**src/rtl/cache_mem_responder.sv**
```systemverilog
// Memory-side responder for the cache bridge: line refills and write-backs from a single-port word RAM.
// Optional build macro MEM_RESP_STALL_EN inserts LFSR-driven bubbles into RAM bursts.
module cache_mem_responder #(
  parameter int MEM_AW   = 16,
  parameter int WAIT_CYC = 0
) (
  input  logic              clk,
  input  logic              resetn,
  input  logic              rd_req,
  input  logic [2:0]        rd_type,
  input  logic [31:0]       rd_addr,
  output logic              rd_rdy,
  output logic              ret_valid,
  output logic              ret_last,
  output logic [31:0]       ret_data,
  input  logic              wr_req,
  input  logic [2:0]        wr_type,
  input  logic [31:0]       wr_addr,
  input  logic [3:0]        wr_wstrb,
  input  logic [127:0]      wr_data,
  output logic              wr_rdy,
  output logic              mem_en,
  output logic [3:0]        mem_we,
  output logic [MEM_AW-1:0] mem_addr,
  output logic [31:0]       mem_wdata,
  input  logic [31:0]       mem_rdata
);

  typedef enum logic [1:0] {S_IDLE, S_RD_WAIT, S_RD_BURST, S_WR_BURST} state_e;

  localparam logic [2:0] TYPE_LINE = 3'b100;
  localparam logic [3:0] WAIT_LD   = (WAIT_CYC > 0) ? 4'(WAIT_CYC - 1) : 4'd0;

  state_e              state_q, state_d;
  logic [MEM_AW-1:0]   waddr_q, waddr_d;
  logic                line_q, line_d;
  logic [3:0]          wstrb_q, wstrb_d;
  logic [127:0]        wdata_q, wdata_d;
  logic [2:0]          cnt_q, cnt_d;
  logic [3:0]          wait_q, wait_d;
  logic                ret_valid_q, ret_valid_d;
  logic                ret_last_q, ret_last_d;

  logic                stall;
  logic [2:0]          nbeats;
  logic                last_beat;
  logic                rd_issue;
  logic                wr_issue;
  logic                wr_acc;
  logic                rd_acc;
  logic                unused_ok;

`ifdef MEM_RESP_STALL_EN
  logic [3:0] lfsr_q, lfsr_d;

  assign lfsr_d = {lfsr_q[2:0], lfsr_q[3] ^ lfsr_q[0]};

  always_ff @(posedge clk or negedge resetn) begin
    if (!resetn) lfsr_q <= 4'b1111;
    else         lfsr_q <= lfsr_d;
  end

  assign stall = lfsr_q[0];
`else
  assign stall = 1'b0;
`endif

  // Address bits outside the RAM window alias; byte offsets are implied by the strobes.
  assign unused_ok = ^{rd_addr[31:MEM_AW+2], rd_addr[1:0], wr_addr[31:MEM_AW+2], wr_addr[1:0]};

  assign nbeats    = line_q ? 3'd4 : 3'd1;
  assign last_beat = (cnt_q == nbeats - 3'd1);
  assign rd_issue  = (state_q == S_RD_BURST) && (cnt_q != nbeats) && !stall;
  assign wr_issue  = (state_q == S_WR_BURST) && !stall;
  assign wr_acc    = (state_q == S_IDLE) && wr_req;
  assign rd_acc    = (state_q == S_IDLE) && !wr_req && rd_req;

  always_ff @(posedge clk or negedge resetn) begin
    if (!resetn) state_q <= S_IDLE;
    else         state_q <= state_d;
  end

  always_comb begin
    state_d = state_q;
    case (state_q)
      S_IDLE: begin
        if (wr_req)      state_d = S_WR_BURST;
        else if (rd_req) state_d = (WAIT_CYC > 0) ? S_RD_WAIT : S_RD_BURST;
      end
      S_RD_WAIT:  if (wait_q == 4'd0) state_d = S_RD_BURST;
      S_RD_BURST: if (ret_last_q) state_d = S_IDLE;
      S_WR_BURST: if (wr_issue && last_beat) state_d = S_IDLE;
      default:    state_d = S_IDLE;
    endcase
  end

  always_comb begin
    rd_rdy    = (state_q == S_IDLE) && !wr_req;
    wr_rdy    = (state_q == S_IDLE);
    mem_en    = rd_issue || wr_issue;
    mem_we    = wr_issue ? (line_q ? 4'hf : wstrb_q) : 4'h0;
    mem_addr  = line_q ? {waddr_q[MEM_AW-1:2], cnt_q[1:0]} : waddr_q;
    mem_wdata = wdata_q[{cnt_q[1:0], 5'b0} +: 32];
    ret_valid = ret_valid_q;
    ret_last  = ret_last_q;
    ret_data  = mem_rdata;
  end

  always_comb begin
    waddr_d     = waddr_q;
    line_d      = line_q;
    wstrb_d     = wstrb_q;
    wdata_d     = wdata_q;
    cnt_d       = cnt_q;
    wait_d      = wait_q;
    ret_valid_d = rd_issue;
    ret_last_d  = rd_issue && last_beat;
    if (wr_acc) begin
      waddr_d = wr_addr[MEM_AW+1:2];
      line_d  = (wr_type == TYPE_LINE);
      wstrb_d = wr_wstrb;
      wdata_d = wr_data;
      cnt_d   = 3'd0;
    end else if (rd_acc) begin
      waddr_d = rd_addr[MEM_AW+1:2];
      line_d  = (rd_type == TYPE_LINE);
      cnt_d   = 3'd0;
      wait_d  = WAIT_LD;
    end else begin
      if (rd_issue || wr_issue) cnt_d = cnt_q + 3'd1;
      if ((state_q == S_RD_WAIT) && (wait_q != 4'd0)) wait_d = wait_q - 4'd1;
    end
  end

  always_ff @(posedge clk or negedge resetn) begin
    if (!resetn) begin
      waddr_q     <= '0;
      line_q      <= 1'b0;
      wstrb_q     <= 4'h0;
      wdata_q     <= '0;
      cnt_q       <= 3'd0;
      wait_q      <= 4'd0;
      ret_valid_q <= 1'b0;
      ret_last_q  <= 1'b0;
    end else begin
      waddr_q     <= waddr_d;
      line_q      <= line_d;
      wstrb_q     <= wstrb_d;
      wdata_q     <= wdata_d;
      cnt_q       <= cnt_d;
      wait_q      <= wait_d;
      ret_valid_q <= ret_valid_d;
      ret_last_q  <= ret_last_d;
    end
  end

endmodule

```
**config.mk**
```make
export PLATFORM = sky130hd
export DESIGN_NAME = cache_mem_responder
export DESIGN_NICKNAME = d
export VERILOG_FILES = /design/src/rtl/cache_mem_responder.sv
export SDC_FILE = /design/constraint.sdc
export NUM_CORES = 1
export LEC_CHECK = 0
export ABC_AREA = 1
export BUFFER_PORTS_ARGS = -buffer_cell sky130_fd_sc_hd__buf_2
export CORE_ASPECT_RATIO = 1.5
export CORE_MARGIN = 2
export CORE_UTILIZATION = 45
export CTS_CLUSTER_DIAMETER = 120
export DETAILED_ROUTE_END_ITERATION = 8
export HOLD_SLACK_MARGIN = 0.1
export PLACE_DENSITY = 0.8
export SYNTH_ARGS = -nofsm -noshare
export SYNTH_HDL_FRONTEND = slang
export SYNTH_SLANG_ARGS = --single-unit
```
**constraint.sdc**
```tcl
create_clock -name clk -period 3.7 [get_ports clk]
set_input_delay 1.11 -clock clk [delete_from_list [all_inputs] [get_ports clk]]
set_output_delay 1.11 -clock clk [all_outputs]
set_load 0.02 [all_outputs]
```
After elaboration in Yosys (flattened, before gate mapping)
Index checks and enable logic that the tools add are counted.

storage, ports and cells
  register bits after elaboration = 160
  output and inout bits = 89
  logic and storage cells = 61

cells by class
  $add $sub $neg = 3
  equal/unequal tests = 11
  shift-type cells = 1
  multiplexer cells = 19
  bitwise operators = 1
  reduce and logical (&&, ||, !) cells = 17

operators by type and width
  kind                 number
  $shiftx 128x8->32    1
  $mux 16              2
  $mux 4               4
  $mux 2               6
  $mux 3               4
  $pmux 2 s4           1
  $logic_and 1x1->1    7
  $eq 3x3->1 const B   2
  $eq 2x2->1 const B   2
  $logic_not 4->1      1
  $ne 2x2->1 const B   2
  $reduce_and 4->1     1
  $reduce_bool 2->1    2
  $reduce_bool 4->1    1
  $sub 4x1->4 const B  1
  $add 3x1->3 const B  1
  $eq 3x3->1           1
  $ne 3x3->1           1
  $ne 3x3->1 const B   1
  $reduce_bool 3->1    1
  $sub 3x1->3 const B  1
  $eq 2x1->1 const B   1
  $logic_not 2->1      1
  $mux 1               2
  5 further kinds      5

Depth between registers and ports, before layout
Gate-level depths: netlist (run 1).

  word-level depth = 7
  mapped depth = 9

Worst setup path after synthesis (run 1)
No wires, ideal clock.

  path kind = input port to output port
  start point = in wr_req
  end point = out rd_rdy
  data arrival time = 1.390 ns
  data required time = 2.590 ns
  setup slack = 1.200 ns
  stages on the path = 3
  buffers on the path = 0
  cells stage by stage = inv_1 > nand2_2 > inv_1

on the way
  longest elaborated chain between the ends = 2

ends and longest elaborated chain
  item                line  source
  start: declaration  16    input logic wr_req,
  $logic_not 1->1     98    rd_rdy = (state_q == S_IDLE) && !wr_req;
  $logic_and 1x1->1   98
  end: declaration    12    output logic rd_rdy,

Every way passes these cells.

Worst setup path in the final report (run 1)
  start point = reg cnt_q[1]
  end point = out mem_wdata[11]

on the way
  longest elaborated chain between the ends = 1

ends and longest elaborated chain
  item                      line  source
  start: declaration        39    logic [2:0] cnt_q, cnt_d;
  start signal: assignment  150   cnt_q <= cnt_d;
  $shiftx 128x8->32         103   mem_wdata = wdata_q[{cnt_q[1:0], 5'b0} +: 32];
  end: declaration          25    output logic [31:0] mem_wdata,

Every way passes these cells.

==> impl_metrics.csv, run 1 <==
group,metric,value,unit
finish,final_cells,1360,
power_and_ir_drop,p_leak,5.05,nW
clock_network,cts_setup_buffers,0,
routing,num_vias,6888,
timing,tightest_slew,0.794,ns
clock_network,clock_sinks,160,
place,io_buffer_count,230,
logic_synthesis,synth_ff_type,"dfrtp_1",
routing,drtIter0Drc,535,
critical_path,start_kind,"register",
logic_synthesis,netlist.area_leader.share,52.5,%
timing,final_hold_viol_count,0,
finish,stdcell_area,0.00915,sq mm
finish,final_nets,1370,
power_and_ir_drop,power_density,903,mW/mm^2
timing,drv_slew,0,
logic_synthesis,synth_most_common_cell,"nand2_1",
routing,viasPerCell,5.06,
clock_network,ctsHtreeMaxLevel,4,
finish,fillCellCount,1608,
critical_path,crit_type,"reg -> out",
finish,drive_gt1_share,24.9,%
timing,fin_skew,0.0123,ns
clock_network,cts_buffers,17,
global_route,grt_pass1_wl,32.5,mm
clock_network,cts_tree,"built",
timing,max_freq,0.293,GHz
clock_network,cts-root-buf,"clkbuf_16",
run,maxCapViolations,0,
clock_network,clockBufferDepth,2,
min_path,holdPathStages,2,
run_status,status,"finished, final reports clean",
logic_synthesis,synth-async-reset-ratio,100,%
logic_synthesis,synth-seq-cells,160,
timing,maxSlewHeadroom,47.0,%
logic_synthesis,ys_types,29,
critical_path,crit_required,2.59,ns
floorplanning,io_pins,327,
logic_synthesis,yosys.area.top_type,"dfrtp_1",
floorplanning,core_area,0.0167,sq mm
timing,rsz0062_at_grt,"false",
power_and_ir_drop,max-vdd-ir-drop,0.000664,V
min_path,hold_class,"reg -> reg",
finish,area_growth,20.0,%
timing,setup_viol,0,
routing,routedWlPerCell,14.9,microns
global_route,track_usage,23.4,%
place,place.gp.congestion,0.881,
timing,fin_crit_sh,92.2,%
logic_synthesis,synth_common_cells,"nand2_1, dfrtp_1, nor2_1",
critical_path,cp_max_fo,19,
floorplanning,die-area,0.0180,sq mm
timing,final.setup.tns,0,ns
global_route,grt_max_degree,124,
routing,drc,0,
clock_network,cts_hold_buffers,0,
clock_network,clk_latency,0.42,ns
floorplanning,start_util,45.7,%
global_route,grt-ovfl-total,0,
clock_network,cts_resized,0,
place,place_area,0.00856,sq mm
place,placed_cells,1321,
global_route,first_global_vias,6713,
clock_network,path_clk_slew,0.06,ns
logic_synthesis,seq_area_frac_synth,52.5,%
critical_path,arrival,2.30,ns
floorplanning,std_cell_rows,58,
logic_synthesis,yosysWarnings,0,
logic_synthesis,syn-num-nets,1213,
logic_synthesis,syn_area,0.00762,sq mm
logic_synthesis,avgSynthCellArea,7.84,sq um
routing,wl,20.3,mm
global_route,grt_antenna_before_repair,9,
logic_synthesis,synth_edf_count,0,
floorplanning,die_w,110,microns
critical_path,r2r_cells,6,
routing,drt_first_pass_iters,5,
place,dp.final_hpwl,13.6,mm
logic_synthesis,syn-instance-count,973,
logic_synthesis,synth.top_cells.by_area,"dfrtp_1, nand2_1, nor2_1, buf_4, o21ai_0",
timing,holdWs,0.473,ns
critical_path,end_kind,"primary output",
floorplanning,die_h,163,microns
timing,fin_crit,3.41,ns
routing,ant_nets,0,
==> critical path, cell delays in order, from the launching register on <==
cell     delay [ns]
dfrtp_1        0.37
inv_1          0.58
buf_4          0.33
o21ai_0        0.20
o22ai_1        0.20
buf_2          0.20
==> logic make-up (layout without fill, tap and decap cells) <==
logic type	after synthesis	in the layout	synth area share [%]
AO/OA/AOI/OAI	127	127	9.65
adder cells (fa/ha/maj)	2	2	0.328
buffers and inverters	121	291	9.07
XOR/XNOR	1	1	0.115
AND/OR/NAND/NOR	562	562	28.3
flip-flops	160	160	52.5
other	0	7	0
==> layout by cell type, fill, tap and decap left out, types with 4 or more instances in the layout <==
cell        instances
nand2_1           438
buf_2             229
dfrtp_1           159
nor2_1            109
o21ai_0            70
o22ai_1            34
clkbuf_16          17
o31ai_1            15
inv_1              14
diode_2             7
buf_4               7
nand3_1             6
clkinvlp_4          4
buf_12              4
==> sequential cells by signal (all words and copies together), names as in the netlist <==
| name | cells |
|---|---|
| state_q | 2 |
| wstrb_q | 4 |
| ret_valid | 1 |
| waddr_q | 16 |
| ret_last | 1 |
| cnt_q | 3 |
| wait_q | 4 |
| line_q | 1 |
| wdata_q | 128 |
==> layout make-up <==
class / count / area (sq um) / area share [%]
multi-input cells: 692 / 2930 / 32.0
clock inverters: 11 / 105 / 1.15
inverters: 18 / 70.1 / 0.766
well taps: 210 / 263 / 2.87
repair buffers: 241 / 1290 / 14.1
clock buffers: 21 / 470 / 5.14
flip-flops and latches: 160 / 4010 / 43.8
diodes: 7 / 17.5 / 0.191
==> path summary, 6_finish.rpt <==
path | start | endpoint | slack [ns]
worst max-delay path | cnt_q[1] | mem_wdata[11] | 0.29
worst min-delay path | wdata_q[53] | wdata_q[53] | 0.47
worst max register to register | state_q[1] | waddr_q[4] | 1.75
min in group asynchronous | resetn | wdata_q[117] | 0.69
worst min register to register | wdata_q[53] | wdata_q[53] | 0.47
max in group asynchronous | resetn | wdata_q[100] | 2.20
==> layer usage <==
metal,track usage [%],wire (microns)
met5,0,27
met4,13.9,950
met3,6.07,1380
met2,37.4,9780
met1,28.0,8160
==> report_power, final <==
part,switching [W],internal [W],total [W]
logic,0.00234,0.00119,0.00354
registers,0.000455,0.00258,0.00303
clock network,0.000706,0.000985,0.00169
==> metrics by stage <==
| stage | power [W] | utilization [%] | setup WS [ns] |
|---|---|---|---|
| floorplan | 0.00564 | - | 1.20 |
| global placement | 0.00648 | 51.3 | 0.761 |
| detailed placement | 0.00659 | 51.3 | 0.758 |
| CTS | 0.00833 | 54.7 | 0.291 |
| global route | 0.00893 | 54.8 | 0.110 |
| finish | 0.00826 | 54.8 | 0.289 |
(Power assumes the default switching activity.)
==> inputs of run 2 (changes only) <==
- CORE_AREA: not set -> 2 2 128 130
- CORE_ASPECT_RATIO: 1.5 -> not set
- CORE_MARGIN: 2 -> not set
- CORE_UTILIZATION: 45 -> not set
- DIE_AREA: not set -> 0 0 130 132
- PLACE_DENSITY: 0.8 -> 0.85
==> impl_metrics.csv, run 2 (same netlist as run 1, synthesis figures left out) <==
group,metric,value,unit
run_status,status,"finished, final reports clean",
floorplanning,std_cell_rows,46,
floorplanning,io_pins,327,
critical_path,cp_slowest_cell,"buf_4",
timing,maxSlewHeadroom,40.7,%
timing,drv_slew,0,
place,dp.final_hpwl,13.3,mm
finish,regArea,0.00401,sq mm
power_and_ir_drop,p_leak,5.07,nW
critical_path,end_kind,"primary output",
timing,holdWs,0.474,ns
timing,setup_viol,0,
critical_path,cp_max_fo,68,
global_route,grt_max_degree,88,
critical_path,crit_type,"reg -> out",
finish,largest_register_ffs,128,
timing,fin_crit,3.22,ns
timing,final.setup.tns,0,ns
finish,final_nets,1370,
clock_network,path_clk_slew,0.06,ns
timing,fin_crit_sh,87.0,%
clock_network,cts_tree,"built",
power_and_ir_drop,power_density,918,mW/mm^2
run,maxCapViolations,0,
clock_network,cts_buffers,17,
clock_network,clk_latency,0.42,ns
floorplanning,die-area,0.0172,sq mm
global_route,grt_antenna_before_repair,4,
critical_path,worstPathCellList,"buf_4 > nand2_1 > nand2_1 > nand3_1 > nand2_1 > nand2_1 > buf_2",
floorplanning,die_h,132,microns
critical_path,reg2reg_slack,1.92,ns
clock_network,clockBufferDepth,2,
critical_path,cp_common_cell,"nand2_1",
timing,tightest_slew,0.889,ns
routing,drc,0,
routing,drt_first_pass_iters,5,
finish,regMostFlops,"wdata_q",
clock_network,cts_hold_buffers,0,
finish,reg.largest.list,"wdata_q (128), waddr_q (16)",
critical_path,crit_required,2.59,ns
routing,ant_nets,0,
finish,layout_commonest_cell,"nand2_1",
place,place.gp.congestion,0.867,
routing,routedWlPerCell,14.7,microns
place,io_buffer_count,230,
finish,area_growth,20.5,%
min_path,hold_class,"reg -> reg",
global_route,grt-ovfl-total,0,
finish,fillCellCount,1403,
timing,fin_skew,0.00690,ns
routing,drtIter0Drc,506,
routing,viasPerCell,5.01,
finish,drive_gt1_share,24.9,%
timing,max_freq,0.310,GHz
critical_path,critPathMaxStageDelay,0.55,ns
floorplanning,start_util,48.5,%
critical_path,arrival,2.11,ns
clock_network,ctsHtreeMaxLevel,4,
power_and_ir_drop,max-vdd-ir-drop,0.000530,V
global_route,track_usage,23.6,%
routing,wl,20.0,mm
routing,num_vias,6820,
clock_network,cts_resized,0,
clock_network,cts-root-buf,"clkbuf_16",
clock_network,cts_setup_buffers,0,
floorplanning,core_area,0.0157,sq mm
global_route,first_global_vias,6413,
floorplanning,die_w,130,microns
timing,rsz0062_at_grt,"false",
finish,final_cell_mix,"nand2_1, buf_2, dfrtp_1, nor2_1, o21ai_0",
critical_path,start_kind,"register",
finish,multi_input_area,0.00293,sq mm
global_route,grt_pass1_wl,31.9,mm
clock_network,clock_sinks,160,
timing,final_hold_viol_count,0,
[run 2: cell types whose count changed in the layout (fill, tap and decap cells not counted)]
cell | before | now
bufinv_16 | 1 | 4
diode_2 | 7 | 4
clkbuf_8 | 3 | 1
buf_12 | 4 | 3
buf_4 | 7 | 8
clkinv_2 | 2 | 1
clkinv_4 | 1 | 0
[run 2: stage by stage]
stage | setup slack, ns | utilization (%) | std cells | total power [W] | cell area, sq um
global route | 0.275 | 58.5 | 1362 | 0.00905 | 9190
detailed placement | 0.899 | 54.4 | 1327 | 0.00657 | 8550
floorplan | 1.20 | - | 973 | 0.00564 | 7620
finish | 0.479 | 58.5 | 1362 | 0.00843 | 9190
global placement | 0.923 | 54.4 | 1327 | 0.00647 | 8550
CTS | 0.438 | 58.4 | 1358 | 0.00848 | 9180
[run 2: where the power goes]
group          internal (W)  leakage (nW)  switching (W)
logic               0.00119          2.78        0.00233
registers           0.00258          1.99       0.000467
clock network       0.00115         0.293       0.000714
total               0.00491          5.07        0.00352
[run 2: worst max-delay path: cells and delay by family (launching register included)]
family                 cells  cell delay (ns)
buffers and inverters      2             0.75
AND/OR/NAND/NOR            5             0.58
flip-flops                 1             0.36
[run 2: per-layer routing]
metal	GRT usage (%)	wire length, microns
met5	0	0
met1	32.3	8850
met4	11.4	619
met2	36.0	9170
met3	4.46	1360
[run 2: final timing paths]
check | from | end | cells past startpoint
setup / recovery | cnt_q[0] | mem_en | 7
min in group asynchronous | resetn | wait_q[2] | 1
hold / removal | wdata_q[61] | wdata_q[61] | 2
hold reg to reg | wdata_q[61] | wdata_q[61] | 2
max in group asynchronous | resetn | waddr_q[4] | 2
setup reg to reg | cnt_q[0] | cnt_q[2] | 8
[run 2: area by class of cell]
class | count | share of cell area [%]
Timing Repair Buffer | 241 | 13.9
Clock inverter | 12 | 1.97
Clock buffer | 19 | 4.82
Multi-Input combinational cell | 692 | 31.9
Antenna cell | 4 | 0.109
Inverter | 18 | 0.763
Tap cell | 216 | 2.94
Sequential cell | 160 | 43.6
==> inputs of run 3 (changes only) <==
- ABC_AREA: 1 -> not set
- CTS_CLUSTER_SIZE: not set -> 20
- SKIP_LAST_GASP: not set -> 1
==> impl_metrics.csv, run 3 <==
group,metric,value,unit
critical_path,end_kind,"primary output",
critical_path,cp_max_fo,25,
timing,fin_crit,3.34,ns
timing,final_hold_viol_count,0,
finish,area_growth,20.0,%
clock_network,path_clk_slew,0.06,ns
critical_path,arrival,2.23,ns
clock_network,ctsHtreeMaxLevel,4,
floorplanning,start_util,48.4,%
power_and_ir_drop,swShare,22.1,%
logic_synthesis,synth_ff_type,"dfrtp_1",
power_and_ir_drop,fin_total_pwr,0.00391,W
timing,fin_skew,0.00850,ns
min_path,holdPathStages,1,
finish,n_antenna_cell,0,
finish,final_nets,916,
finish,reg.largest.list,"wdata_q (128), waddr_q (16)",
timing,tightest_slew,1.03,ns
timing,rsz0062_at_grt,"false",
critical_path,reg2reg_slack,1.63,ns
routing,ant_nets,0,
finish,drive_gt1_share,68.5,%
logic_synthesis,seq_area_frac_synth,52.6,%
logic_synthesis,synth-seq-cells,160,
routing,drt_first_pass_iters,4,
logic_synthesis,syn-num-nets,737,
global_route,grt_antenna_before_repair,0,
floorplanning,std_cell_rows,46,
place,place_area,0.00853,sq mm
power_and_ir_drop,seqPwrFrac,47.6,%
clock_network,clockBufferDepth,2,
global_route,grt-ovfl-total,0,
timing,final.setup.tns,0,ns
timing,fin_crit_sh,90.2,%
critical_path,r2r_cells,4,
floorplanning,core_area,0.0157,sq mm
power_and_ir_drop,intPower,0.00304,W
logic_synthesis,syn-instance-count,497,
routing,wl,16.7,mm
routing,drtIter0Drc,212,
clock_network,cts_hold_buffers,0,
clock_network,clock_sinks,160,
clock_network,cts-root-buf,"clkbuf_16",
logic_synthesis,synth_most_common_cell,"mux2_2",
finish,layout_commonest_cell,"buf_2",
power_and_ir_drop,p_leak,4.48,nW
finish,stdcell_area,0.00913,sq mm
timing,drv_slew,0,
routing,routedWlPerCell,18.4,microns
run_status,status,"finished, final reports clean",
floorplanning,io_pins,327,
power_and_ir_drop,power_density,428,mW/mm^2
finish,final_cell_mix,"buf_2, mux2_2, dfrtp_1, mux4_2, clkbuf_16",
min_path,hold_class,"reg -> reg",
power_and_ir_drop,p_clk_share,45.0,%
timing,setup_viol,0,
logic_synthesis,netlist.area_leader.share,52.6,%
finish,largest_register_ffs,128,
routing,num_vias,4771,
finish,final_util,58.1,%
finish,regMostFlops,"wdata_q",
global_route,grt_pass1_wl,27.0,mm
clock_network,cts_tree,"built",
place,place.gp.congestion,0.800,
logic_synthesis,synth_common_cells,"mux2_2, dfrtp_1, buf_4",
timing,maxSlewHeadroom,31.4,%
place,io_buffer_count,230,
global_route,track_usage,20.2,%
power_and_ir_drop,p_switching,0.000863,W
floorplanning,die_w,130,microns
logic_synthesis,synth.top_cells.by_area,"dfrtp_1, mux2_2, mux4_2, buf_4, buf_6",
power_and_ir_drop,max-vdd-ir-drop,0.000301,V
global_route,first_global_vias,5402,
logic_synthesis,ys_types,40,
run,maxCapViolations,0,
logic_synthesis,avgSynthCellArea,15.3,sq um
clock_network,cts_resized,0,
critical_path,r2r-start,"state_q[1]",
logic_synthesis,yosysWarnings,0,
timing,max_freq,0.300,GHz
power_and_ir_drop,combPwrFrac,7.4,%
routing,drc,0,
routing,viasPerCell,5.27,
clock_network,clk_latency,0.41,ns
floorplanning,die-area,0.0172,sq mm
critical_path,r2r-end,"waddr_q[15]",
logic_synthesis,syn_area,0.00761,sq mm
clock_network,cts_setup_buffers,0,
min_path,worstHoldStart,"ret_last",
floorplanning,die_h,132,microns
critical_path,crit_type,"reg -> out",
logic_synthesis,yosys.area.top_type,"dfrtp_1",
critical_path,crit_required,2.59,ns
place,dp.final_hpwl,11.9,mm
critical_path,start_kind,"register",
global_route,grt_max_degree,115,
logic_synthesis,synth-async-reset-ratio,100,%
logic_synthesis,synth_edf_count,0,
min_path,holdPathEnd,"state_q[1]",
clock_network,cts_buffers,17,
[run 3: cell types whose count changed after synthesis, sizes merged, moves of 3 or more]
cell and change:
mux2 +169, o21ai -69, nand3 -5, o22ai -33
nor2 -101, buf -6, nor3b +3, o31ai -15
nand2 -438, mux4 +32, nand2b +4, clkbuf -22
inv -15
[run 3: worst max path at each step]
| stage | startpoint | cells after the start | to | slack (ns) |
|---|---|---|---|---|
| after floorplan | wr_req | 1 | rd_rdy | 1.02 |
| after detailed placement | cnt_q[0] | 5 | mem_en | 0.74 |
| after global placement | cnt_q[0] | 3 | mem_wdata[0] | 0.76 |
| after global routing | cnt_q[0] | 5 | mem_en | 0.16 |
| after CTS | cnt_q[0] | 5 | mem_en | 0.29 |
| final | cnt_q[0] | 5 | mem_en | 0.36 |
[run 3: cell type report]
class | count | area [sq um]
Fill cell | 1271 | 6580
Clock buffer | 21 | 470
Clock inverter | 11 | 130
Tap cell | 216 | 270
Inverter | 3 | 11.3
Multi-Input combinational cell | 259 | 3010
Sequential cell | 160 | 4010
Timing Repair Buffer | 235 | 1230
[run 3: routing by layer]
metal	global-route usage (%)	up-vias	part of all wire, %
met4	5.91	0	1.9
met5	0	-	0
met1	22.9	2369	38
li1	-	2128	-
met2	35.1	239	52
met3	7.91	35	7.7
[run 3: cell families after synthesis]
| group | synth area share (%) |
|---|---|
| AO/OA/AOI/OAI | 1.94 |
| flip-flops | 52.6 |
| AND/OR/NAND/NOR | 2.71 |
| buffers and inverters | 7.78 |
| multiplexers | 34.6 |
| adder cells (fa/ha/maj) | 0.329 |
[run 3: worst max-delay path, cell delays in order (launching register included)]
cell	delay, ns
dfrtp_2	0.77
buf_12	0.29
and3b_1	0.20
a21oi_1	0.22
o31a_1	0.15
buf_2	0.17
[run 3: metrics by stage]
stage	std cells	hold slack, ns	worst slack [ns]
detailed placement	873	0.465	0.736
CTS	905	0.476	0.287
finish	905	0.482	0.363
global route	905	0.503	0.163
floorplan	497	0.453	1.02
global placement	873	0.464	0.758
[run 3: power groups by stage]
stage | sequential [W] | combinational [W] | clock, W
after CTS | 0.00186 | 0.000293 | 0.00180
after floorplan | 0.00188 | 0.000181 | 0
after global routing | 0.00187 | 0.000316 | 0.00188
final | 0.00186 | 0.000287 | 0.00176
after global placement | 0.00189 | 0.000278 | 0
after detailed placement | 0.00189 | 0.000291 | 0
